==> src/rtl/adder_pkg.sv <==
// rtl/adder_pkg.sv - shared operation encodings for the pipelined adder
package adder_pkg;

    localparam logic OP_ADD = 1'b0;
    localparam logic OP_SUB = 1'b1;

endpackage

==> src/rtl/add_chunk.sv <==
// rtl/add_chunk.sv - CHUNK-bit ripple adder slice with carry in/out
module add_chunk #(
    parameter int CHUNK = 8
) (
    input  logic [CHUNK-1:0] x,
    input  logic [CHUNK-1:0] y,
    input  logic             ci,
    output logic [CHUNK-1:0] s,
    output logic             co
);

    assign {co, s} = {1'b0, x} + {1'b0, y} + {{CHUNK{1'b0}}, ci};

endmodule

==> src/rtl/pipelined_adder.sv <==
// rtl/pipelined_adder.sv - STAGES-deep chunked add/subtract pipeline with valid/ready
module pipelined_adder
    import adder_pkg::*;
#(
    parameter int WIDTH  = 32,
    parameter int STAGES = 4
) (
    input  logic             clk,
    input  logic             rst_n,
    input  logic             in_valid,
    output logic             in_ready,
    input  logic [WIDTH-1:0] a,
    input  logic [WIDTH-1:0] b,
    input  logic             cin,
    input  logic             op,
    output logic             out_valid,
    input  logic             out_ready,
    output logic [WIDTH-1:0] sum,
    output logic             cout,
    output logic             ovf
);

    localparam int CHUNK = WIDTH / STAGES;
    localparam int NSKEW = (STAGES > 1) ? STAGES - 1 : 1;

    logic             en;
    logic [WIDTH-1:0] b_eff;
    logic             cin_eff;
    logic             ovf_r;

    logic             v_r [STAGES];
    logic             c_r [STAGES];
    logic [WIDTH-1:0] s_r [STAGES];
    logic [WIDTH-1:0] a_r [NSKEW];
    logic [WIDTH-1:0] b_r [NSKEW];

    // One global advance enable: the whole pipe moves or the whole pipe holds.
    assign en       = !out_valid || out_ready;
    assign in_ready = en;

    assign b_eff   = (op == OP_SUB) ? ~b : b;
    assign cin_eff = (op == OP_SUB) ? 1'b1 : cin;

    for (genvar k = 0; k < STAGES; k++) begin : g_stage
        logic [WIDTH-1:0] x_full;
        logic [WIDTH-1:0] y_full;
        logic [WIDTH-1:0] s_prev;
        logic             c_prev;
        logic             v_prev;
        logic [CHUNK-1:0] s_chunk;
        logic             co;

        if (k == 0) begin : g_first
            assign x_full = a;
            assign y_full = b_eff;
            assign s_prev = '0;
            assign c_prev = cin_eff;
            assign v_prev = in_valid;
        end else begin : g_next
            assign x_full = a_r[k-1];
            assign y_full = b_r[k-1];
            assign s_prev = s_r[k-1];
            assign c_prev = c_r[k-1];
            assign v_prev = v_r[k-1];
        end

        add_chunk #(.CHUNK(CHUNK)) u_add (
            .x  (x_full[k*CHUNK +: CHUNK]),
            .y  (y_full[k*CHUNK +: CHUNK]),
            .ci (c_prev),
            .s  (s_chunk),
            .co (co)
        );

        // Completed low chunks ride along (deskew) while this stage fills its own slice.
        always_ff @(posedge clk or negedge rst_n) begin
            if (!rst_n) begin
                v_r[k] <= 1'b0;
                c_r[k] <= 1'b0;
                s_r[k] <= '0;
            end else if (en) begin
                v_r[k]                    <= v_prev;
                c_r[k]                    <= co;
                s_r[k]                    <= s_prev;
                s_r[k][k*CHUNK +: CHUNK]  <= s_chunk;
            end
        end

        if (k < STAGES - 1) begin : g_skew
            always_ff @(posedge clk or negedge rst_n) begin
                if (!rst_n) begin
                    a_r[k] <= '0;
                    b_r[k] <= '0;
                end else if (en) begin
                    a_r[k] <= x_full;
                    b_r[k] <= y_full;
                end
            end
        end else begin : g_last
            // The final stage sees both operand MSBs, so overflow is resolved here.
            always_ff @(posedge clk or negedge rst_n) begin
                if (!rst_n) begin
                    ovf_r <= 1'b0;
                end else if (en) begin
                    ovf_r <= (x_full[WIDTH-1] == y_full[WIDTH-1]) &&
                             (s_chunk[CHUNK-1] != x_full[WIDTH-1]);
                end
            end
        end
    end

    assign out_valid = v_r[STAGES-1];
    assign sum       = s_r[STAGES-1];
    assign cout      = c_r[STAGES-1];
    assign ovf       = ovf_r;

endmodule
==> config.mk <==
export PLATFORM = sky130hd
export DESIGN_NAME = pipelined_adder
export DESIGN_NICKNAME = d
export VERILOG_FILES = /design/src/rtl/adder_pkg.sv /design/src/rtl/add_chunk.sv /design/src/rtl/pipelined_adder.sv
export SDC_FILE = /design/constraint.sdc
export NUM_CORES = 1
export LEC_CHECK = 0
export CAP_MARGIN = 20
export CORE_MARGIN = 2
export CORE_UTILIZATION = 43
export DETAILED_ROUTE_END_ITERATION = 16
export HOLD_SLACK_MARGIN = 0.12
export PLACE_DENSITY = 0.66
export SLEW_MARGIN = 20
export SYNTH_ARGS = -nofsm -noshare
export SYNTH_HDL_FRONTEND = slang
export SYNTH_HIERARCHICAL = 1
export SYNTH_SLANG_ARGS = --single-unit
==> constraint.sdc <==
create_clock -name clk -period 2.1 [get_ports clk]
set_input_delay 0.63 -clock clk [delete_from_list [all_inputs] [get_ports clk]]
set_output_delay 0.63 -clock clk [all_outputs]
set_load 0.05 [all_outputs]
==> flow_summary.yaml <==
status:
  status: "finished, final reports clean"
setup_path:
  crit_family: "adder cells"
  crit_buf_inv: 1
  crit_path_top_delay_cell: "fa_2"
  reg2reg_slack_ps: 30
  cp_max_fo: 4
  critPathKind: "in -> reg"
  cp.arrival_ps: 2390
  r2r_start: "g_stage[2].c_prev$_DFFE_PN0P_"
  r2r_end: "g_stage[3].s_prev[20]$_DFFE_PN0P_"
  worst_path_most_repeated_cell: "fa_2"
  worstPathCellList: "buf_8 -> or2_4 -> fa_2 -> fa_2 -> a21oi_2 -> o21bai_1 -> xor2_1 -> mux2_4"
  cp_data_required_time_ps: 2410
  crit_path_end_kind: "flip-flop"
  slowest_delay_ps: 380
  r2r_cells: 7
  start_kind: "primary input"
floorplan:
  io_pins: 106
  die-width_um: 149
  fp.dieH_um: 149
  num_rows: 53
  start_util_pct: 43.6
  fp.dieArea_sq_mm: 0.0223
  core_area_sq_mm: 0.0209
logic_synthesis:
  synth_seq_cells: 185
  synth_cell_type_count: 37
  syn_inst: 594
  netlist_area_sq_mm: 0.00910
  synth_edf_count: 0
  async_flop_share_pct: 100
  avgSynthCellArea_sq_um: 15.3
  synth.net_count: 700
  ys_warn_count: 6
  synth_seq_area_share_pct: 50.9
  ys.flop_type: "dfrtp_1"
route:
  drt_iter0_markers: 261
  postRouteAntennaNets: 0
  routed_wl_um: 17200
  viasPerCell: 4.95
  top_layer_used: "met4"
  drc_errors: 0
  met1_length_um: 7820
  dr.pass1.iters: 4
  wl_met3_um: 461
  avgRoutedWirePerCell_um: 16.4
  met2WireLength_um: 8520
  vias: 5186
global_route:
  overflow: 0
  antenna_found_initial: 2
  grt_pass1_vias: 5787
  grt_max_degree: 60
  grt_first_pass_wirelength_um: 28900
  grt_util_all_layers_pct: 16.4
pwr:
  p_per_area_mw_per_mm2: 1640
  p_seq_share_pct: 33.1
  p_clk_share_pct: 16.2
  p_sw_uw: 6770
  intPower_uw: 12100
  power_leakage_uw: 0.00540
  netSwitchingFraction_pct: 35.8
  peakVddDrop_v: 0.000940
  combPwrFrac_pct: 50.8
timing:
  period_needed_ps: 2080
  hold_viol_final: 0
  drv_slew: 0
  post-route-worst-setup-slack_ps: 17.0
  setup_viol: 0
  skew_ps: 8.25
  fmax_ghz: 0.480
  max_slew_margin_pct: 65.2
  fin_crit_sh_pct: 99.2
  rsz0062_at_grt: "yes"
  max_slew.worst_pin.slew_ps: 521
finish:
  fin_area_sq_mm: 0.0115
  drive_above_1_share_pct: 46.4
  nets: 865
  utilization_pct: 55.2
  syn_to_final_growth_pct: 26.7
placement:
  pre_cts_slack_ps: -751
  place.port_buffers: 105
  dpl_cell_area_sq_mm: 0.0107
  globalplace.congestion: 0.798
  hpwl_um: 12200
clock_tree:
  cts_max_path_buffers: 2
  htreeDepth: 4
  cts_tree: "built"
  clk_pin_slew_ps: 70
  cts_root_buf: "clkbuf_16"
  cts_buffers: 17
  insertion_delay_ps: 420
  cts.sinks: 185
worst_hold_path:
  hold_path_class: "in -> async"
run:
  drv_cap: 0
==> power groups by stage <==
stage / Combinational (uW) / Clock, uW / Sequential [uW]
after floorplan: 5880 / 0 / 7170
after global placement: 8920 / 0 / 6220
after detailed placement: 9170 / 0 / 6290
after CTS: 9460 / 3150 / 6250
after global routing: 10300 / 3310 / 6480
final: 9610 / 3060 / 6250
==> how the worst max path moves through the flow <==
stage                                       start  slack (ps)                                 to  depth (start not counted)
floorplan                                      op        -480   g_stage[1].s_prev[6]$_DFFE_PN0P_                          9
global placement                              cin        -720      g_stage[1].c_prev$_DFFE_PN0P_                          8
detailed placement                            cin        -750   g_stage[1].s_prev[6]$_DFFE_PN0P_                          8
CTS                                          b[2]           2   g_stage[1].s_prev[7]$_DFFE_PN0P_                          9
global route        g_stage[2].c_prev$_DFFE_PN0P_         -50  g_stage[3].s_prev[20]$_DFFE_PN0P_                          7
finish                                         op          20   g_stage[1].s_prev[4]$_DFFE_PN0P_                          8
==> synthesized netlist by cell type, types with 9 or more instances <==
| cell type | number | area, sq um |
|---|---|---|
| dfrtp_1 | 185 | 4630 |
| buf_6 | 17 | 191 |
| xor2_1 | 40 | 350 |
| ha_1 | 28 | 350 |
| mux2_4 | 137 | 2060 |
| a21oi_1 | 17 | 85.1 |
| nand2_1 | 9 | 33.8 |
| mux2_2 | 46 | 518 |
==> cells in the final DEF (no fill, tap or decap), types with 5 or more instances in the layout <==
master,Yosys,final
clkdlybuf4s50_1,0,59
a21oi_1,17,10
nand3_1,8,6
a311o_1,8,8
dlygate4sd2_1,0,5
buf_4,0,90
clkinv_4,0,5
nand2_1,9,9
inv_1,8,8
xor2_1,40,37
nor2b_1,5,5
a21o_1,8,8
clkbuf_16,0,17
mux2_2,46,45
dfrtp_1,185,185
xnor2_1,8,8
fa_2,0,8
a21oi_2,3,9
mux2_4,137,138
ha_1,28,24
buf_12,0,11
nor3_1,5,5
==> area by class of cell <==
| class | instances | area (sq um) |
|---|---|---|
| fillers | 1691 | 9360 |
| well taps | 275 | 344 |
| diodes | 2 | 5.00 |
| repair buffers | 171 | 1600 |
| multi-input cells | 372 | 4350 |
| flip-flops and latches | 185 | 4630 |
| clock inverters | 12 | 119 |
| clock buffers | 19 | 443 |
| inverters | 12 | 45.0 |
==> metal layers <==
metal | global-route usage, % | up-vias
met1 | 21.2 | 2612
met3 | 3.26 | 27
met4 | 7.19 | 0
met5 | 0 | -
li1 | - | 2454
met2 | 26.9 | 93
==> timing repair <==
action / in CTS / in global routing
resized for setup: 30 / 15
hold buffers: 0 / 0
pin swaps: 18 / 22
setup endpoints to repair: 17 / 14
setup buffers: 8 / 2
endpoints found under the hold margin: 0 / 0
==> flip-flops by register name, summed over array words and instances, names as in the netlist <==
name / cells
g_stage.s_prev: 48
g_stage.x_full: 48
g_stage.y_full: 48
sum: 32
g_stage.c_prev: 3
g_stage.v_prev: 3
cout: 1
out_valid: 1
ovf: 1
==> through the flow <==
step | hold slack (ps) | TNS (ps) | std cells | total power, uW
after floorplan | 334 | -2430 | 594 | 13000
after global placement | 443 | -14970 | 1005 | 15100
after detailed placement | 461 | -15900 | 1005 | 15500
after CTS | 197 | 0 | 1044 | 18900
after global routing | 211 | -171 | 1048 | 20100
final | 181 | 0 | 1048 | 18900
==> kinds of logic (layout without fill, tap and decap cells) <==
| logic type | after synthesis | after routing | share of synthesized area (%) |
|---|---|---|---|
| flops | 185 | 185 | 50.9 |
| simple gates | 48 | 48 | 3.00 |
| mux | 184 | 184 | 28.4 |
| xor+xnor | 48 | 48 | 4.62 |
| buf+inv | 37 | 214 | 3.04 |
| other cells | 0 | 2 | 0 |
| fa+ha+maj | 36 | 36 | 5.61 |
| compound gates | 56 | 56 | 4.44 |
No activity file was read; power rests on OpenSTA's default activity.
==> edit 1 (same settings) <==
Register the output `ovf` once more; this adds one clock of latency there. The other outputs are not delayed to match.
--- a/src/rtl/pipelined_adder.sv
+++ b/src/rtl/pipelined_adder.sv
@@ -112,6 +112,8 @@
     assign out_valid = v_r[STAGES-1];
     assign sum       = s_r[STAGES-1];
     assign cout      = c_r[STAGES-1];
-    assign ovf       = ovf_r;
+    always_ff @(posedge clk) begin
+        ovf <= ovf_r;
+    end
 
 endmodule
Behaviour: not the same (Yosys sat finds a counterexample within 10 cycles, from zero or initial values and one cycle with rst_n low).
==> edit 1 against the original RTL <==
  * The run now ends with setup timing left
  * Cell area grew 0.27%
  * Total power grew 1.1%
  * Count of clock-buffer cells in the layout grew 2
  * Sequential cell count grew 1
  * Largest power group unchanged
  * Clock skew is essentially flat
  * Area after synthesis grew 0.22%
  * Routed wire length grew 2.5%
  * Setup slack lost 0.035 ns
==> edit 1: results (changes against the original RTL) <==
Critical path
  • Worst r2r src: g_stage[2].y_full[16] (was g_stage[2].c_prev)
  • Critical Path Max Stage Delay: 0.38 ns (about the same)
  • Crit path DAT: 2.42 ns (was 2.39 ns)
  • Reg2reg path depth: 6 (was 7)

Timing
  • Final setup TNS: -0.0276 ns (was 0 ns)
  • Final setup viols: 2 (was 0)
  • Final worst slack: -0.0183 ns (was 0.0170 ns)
  • Max Clock Skew: 0.00781 ns (was 0.00825 ns)
  • Slew HR: 0.612 (was 0.652)

Clocking
  • Clock latency on the worst-skew pair: 0.42 ns (about the same)

Route
  • Initial drt markers: 157 (was 261)
  • Average vias per placed instance: 4.90 (was 4.95)
  • Pre-Repair DR Iteration Count: 5 (was 4)
  • DRT Wirelength: 17600 um (was 17200 um)

Synth
  • Cells after Synth: 595 (was 594)
  • Synth top area cells: dfrtp_1 (51%), mux2_4 (23%), mux2_2 (5.7%), ha_1 (3.8%), xor2_1 (3.8%) (was dfrtp_1 (51%), mux2_4 (23%), mux2_2 (5.7%), ha_1 (3.9%), xor2_1 (3.9%))
  • Number of enable flip-flop cells after synthesis: 0 (unchanged)
  • Yosys cell types: 38 (was 37)
  • Asr flop ratio synth: 0.995 (was 1.00)
  • Sequential share of the synthesized area: 0.510 (was 0.509)

GRT
  • First-pass GRT wire length: 28900 um (about the same)
  • Number of global-route vias before repair: 5605 (was 5787)
  • Overall Global Routing Usage: 0.166 (was 0.164)
  • Largest net degree at the start of global routing: 67 (was 60)
  • Initial antenna violation count: 2 (unchanged)

Outcome
  • Status: finished with violations (was finished, final reports clean)
  • Failing checks: setup timing

Finish
  • Share of post-route cells with drive strength above 1: 0.467 (was 0.464)
  • Fillers: 1668 (was 1691)
  • Nets: 864 (was 865)

Placement
  • RePlAce Congestion: 0.819 (was 0.798)
  • Inst Count DP: 1006 (was 1005)
  • HPWL after DPL: 12600 um (was 12200 um)

Pwr
  • Leak: 0.00542 uW (was 0.00540 uW)
  • Peak supply drop: 0.00106 V (was 0.000940 V)
[edit 1: changes by cell type in the layout (fill, tap and decap cells not counted), moves of 2 or more]
cell / before / now
clkbuf_8: 2 / 4
ha_1: 24 / 22
mux2_2: 45 / 43
mux2_4: 138 / 140
nor2_4: 0 / 2
[edit 1: logic make-up (layout without fill, tap and decap cells)]
family,count (synthesis),count (layout),synth area share
XOR/XNOR,48,48,0.0461
other,0,2,0
multiplexers,184,184,0.283
flip-flops,186,186,0.510
adder cells (fa/ha/maj),36,36,0.0560
buffers and inverters,37,213,0.0303
AND/OR/NAND/NOR,48,48,0.0299
AO/OA/AOI/OAI,56,56,0.0443
[edit 1: cell type report]
cell class,count,share of cell area
clock buffer,21,0.0407
clock inverter,11,0.00985
inverter,12,0.00390
multi-input combinational,372,0.378
antenna,2,0.000433
timing repair buffer,169,0.135
sequential,186,0.402
tap,275,0.0298
[edit 1: what timing repair did]
item                       in CTS  in global routing
setup endpoints to repair      17                 13
gates resized for setup        31                 21
pin swaps                      19                 20
setup buffers                   7                  2
[edit 1: worst max-delay path by stage]
stage | startpoint | to | slack, ns | depth (start not counted)
detailed placement | cin | g_stage[1].s_prev[6] | -0.76 | 8
global route | op | g_stage[1].s_prev[6] | -0.06 | 8
finish | op | g_stage[1].c_prev | -0.02 | 8
floorplan | op | g_stage[1].s_prev[6] | -0.48 | 9
CTS | b[1] | g_stage[1].s_prev[4] | -0.02 | 8
global placement | cin | g_stage[1].s_prev[6] | -0.72 | 8
[edit 1: routing by layer]
metal  GRT usage  wire length (um)
met1       0.213              8070
met2       0.279              8830
met4      0.0614               304
met3      0.0320               447
met5           0                 0
[edit 1: where the power goes]
group | switching, uW | internal (uW) | total [uW]
Clock | 1390 | 1750 | 3140
Combinational | 4430 | 5240 | 9670
Sequential | 1070 | 5230 | 6310
[edit 1: worst register-to-register path: cells and delay by family, from the launching register on]
family                     cells  cell delay, ns
AOI/OAI and AO/OA              2            0.32
xor gates and xnor gates       1            0.17
adders and majority gates      2            0.79
DFF                            1            0.40
muxes                          1            0.27
[edit 1: through the flow]
stage	worst slack (ns)	area [um^2]	hold WS [ns]	total power, uW
2_1_floorplan	-0.480	9150	0.334	13100
5_1_grt	-0.0568	11600	0.212	20300
3_5_place_dp	-0.758	10700	0.373	15600
6_report	-0.0183	11600	0.191	19100
3_3_place_gp	-0.718	10700	0.367	15100
4_1_cts	-0.0249	11400	0.200	19000
==> edit 2 (same settings) <==
Made on the original files. `WIDTH`: 32 -> 64.
--- a/src/rtl/pipelined_adder.sv
+++ b/src/rtl/pipelined_adder.sv
@@ -2,7 +2,7 @@
 module pipelined_adder
     import adder_pkg::*;
 #(
-    parameter int WIDTH  = 32,
+    parameter int WIDTH  = 64,
     parameter int STAGES = 4
 ) (
     input  logic             clk,
Interface: changed (resized a, b and sum); port bits go from 106 to 202. No check against the original RTL was run, so the function may have changed too.
==> edit 2 against the original RTL <==
  * The flow now finishes with violations (setup timing)
  * Setup slack lost 0.61 ns
  * Critical path depth increased by 1
  * Area after synthesis rose by 95%
  * Routed wire length increased by 130%
  * Synthesized cell count rose by 100%
  * Total power is 120% higher
  * Sequential cell count rose by 176
  * Cell area up 110%
  * Non-clock buffer count grew 250
==> edit 2: results (changes against the original RTL) <==
Outcome
  • Status: finished with violations (was finished, final reports clean)
  • Failing checks: setup timing

Timing
  • Worst-Margin Slew: 0.960 ns (was 0.521 ns)
  • Final setup viols: 46 (was 0)
  • Final worst slack: -0.591 ns (was 0.0170 ns)

Route
  • Initial drt markers: 464 (was 261)
  • Routed vias: 10905 (was 5186)
  • Met2 routed WL: 18300 um (was 8520 um)
  • Routed len/inst: 17.8 um (was 16.4 um)

Placement
  • RePlAce Congestion: 0.849 (was 0.798)
  • Pre-CTS WS: -1.34 ns (was -0.751 ns)
  • HPWL after DPL: 26100 um (was 12200 um)

Critical path
  • Worst setup startpoint: g_stage[1].y_full[16] (was op)
  • RR Endpoint: g_stage[2].c_prev (was g_stage[3].s_prev[20])

Clocking
  • H-Tree Depth: 2 (was 4)
  • Hold buffer count at CTS: 1 (was 0)
  • Max Root-Sink Buffers: 3 (was 2)

Synth
  • Commonest cells post-synth: dfrtp_1 (361), mux2_2 (182), mux2_4 (177), xor2_1 (87), ha_1 (60) (was dfrtp_1 (185), mux2_4 (137), mux2_2 (46), xor2_1 (40), ha_1 (28))
  • Sequential share of the synthesized area: 0.509 (about the same)
  • Post-synthesis mux area share: 0.265 (was 0.284)
  • Post-Syn Nets: 1414 (was 700)

Pwr
  • Peak supply drop: 0.00132 V (was 0.000940 V)
  • Net load switching power: 15200 uW (was 6770 uW)
  • Seq pwr share: 0.290 (was 0.331)

Finish
  • Share of post-route cells with drive strength above 1: 0.504 (was 0.464)
  • Diodes inserted: 0 (was 2)

GRT
  • Met3 usage: 0.0394 (was 0.0326)
-- edit 2: cell count changes in the layout (fill, tap and decap cells not counted), moves of 14 or more --
cell,before,now
ha_1,24,47
clkbuf_16,17,41
mux2_2,45,146
clkdlybuf4s50_1,59,117
xnor2_1,8,24
a21oi_1,10,27
buf_6,2,22
buf_4,90,239
mux2_4,138,213
buf_12,11,25
xor2_1,37,82
dfrtp_1,185,361
-- edit 2: how the worst min path moves through the flow --
stage | from | end | slack, ns | depth (start not counted)
3_3_place_gp | g_stage[3].v_prev | out_valid | 0.44 | 1
6_report | g_stage[3].v_prev | out_valid | 0.47 | 1
4_1_cts | g_stage[3].v_prev | out_valid | 0.48 | 1
3_5_place_dp | g_stage[3].v_prev | out_valid | 0.47 | 1
2_1_floorplan | rst_n | cout | 0.33 | 0
5_1_grt | g_stage[1].x_full[33] | g_stage[2].x_full[33] | 0.51 | 1
-- edit 2: layout make-up --
cell class	count	area share
Clock inverter	11	0.00646
Inverter	11	0.00172
Timing Repair Buffer	421	0.162
Sequential cell	361	0.376
Multi-Input combinational cell	789	0.378
Tap cell	532	0.0277
Clock buffer	54	0.0481
-- edit 2: stage by stage --
| step | setup TNS, ns | cell area [um^2] | hold slack [ns] |
|---|---|---|---|
| finish | -12.77 | 24000 | 0.473 |
| global route | -16.27 | 24000 | 0.511 |
| CTS | -11.47 | 23600 | 0.484 |
| detailed placement | -82.06 | 21700 | 0.475 |
| global placement | -74.54 | 21700 | 0.444 |
| floorplan | -13.05 | 17900 | 0.334 |
-- edit 2: critical path, delay by kind of cell (launching register included) --
| kind | cells | cell delay [ns] |
|---|---|---|
| flip-flops | 1 | 0.40 |
| multiplexers | 1 | 0.25 |
| adder cells (fa/ha/maj) | 2 | 0.78 |
| AO/OA/AOI/OAI | 6 | 1.14 |
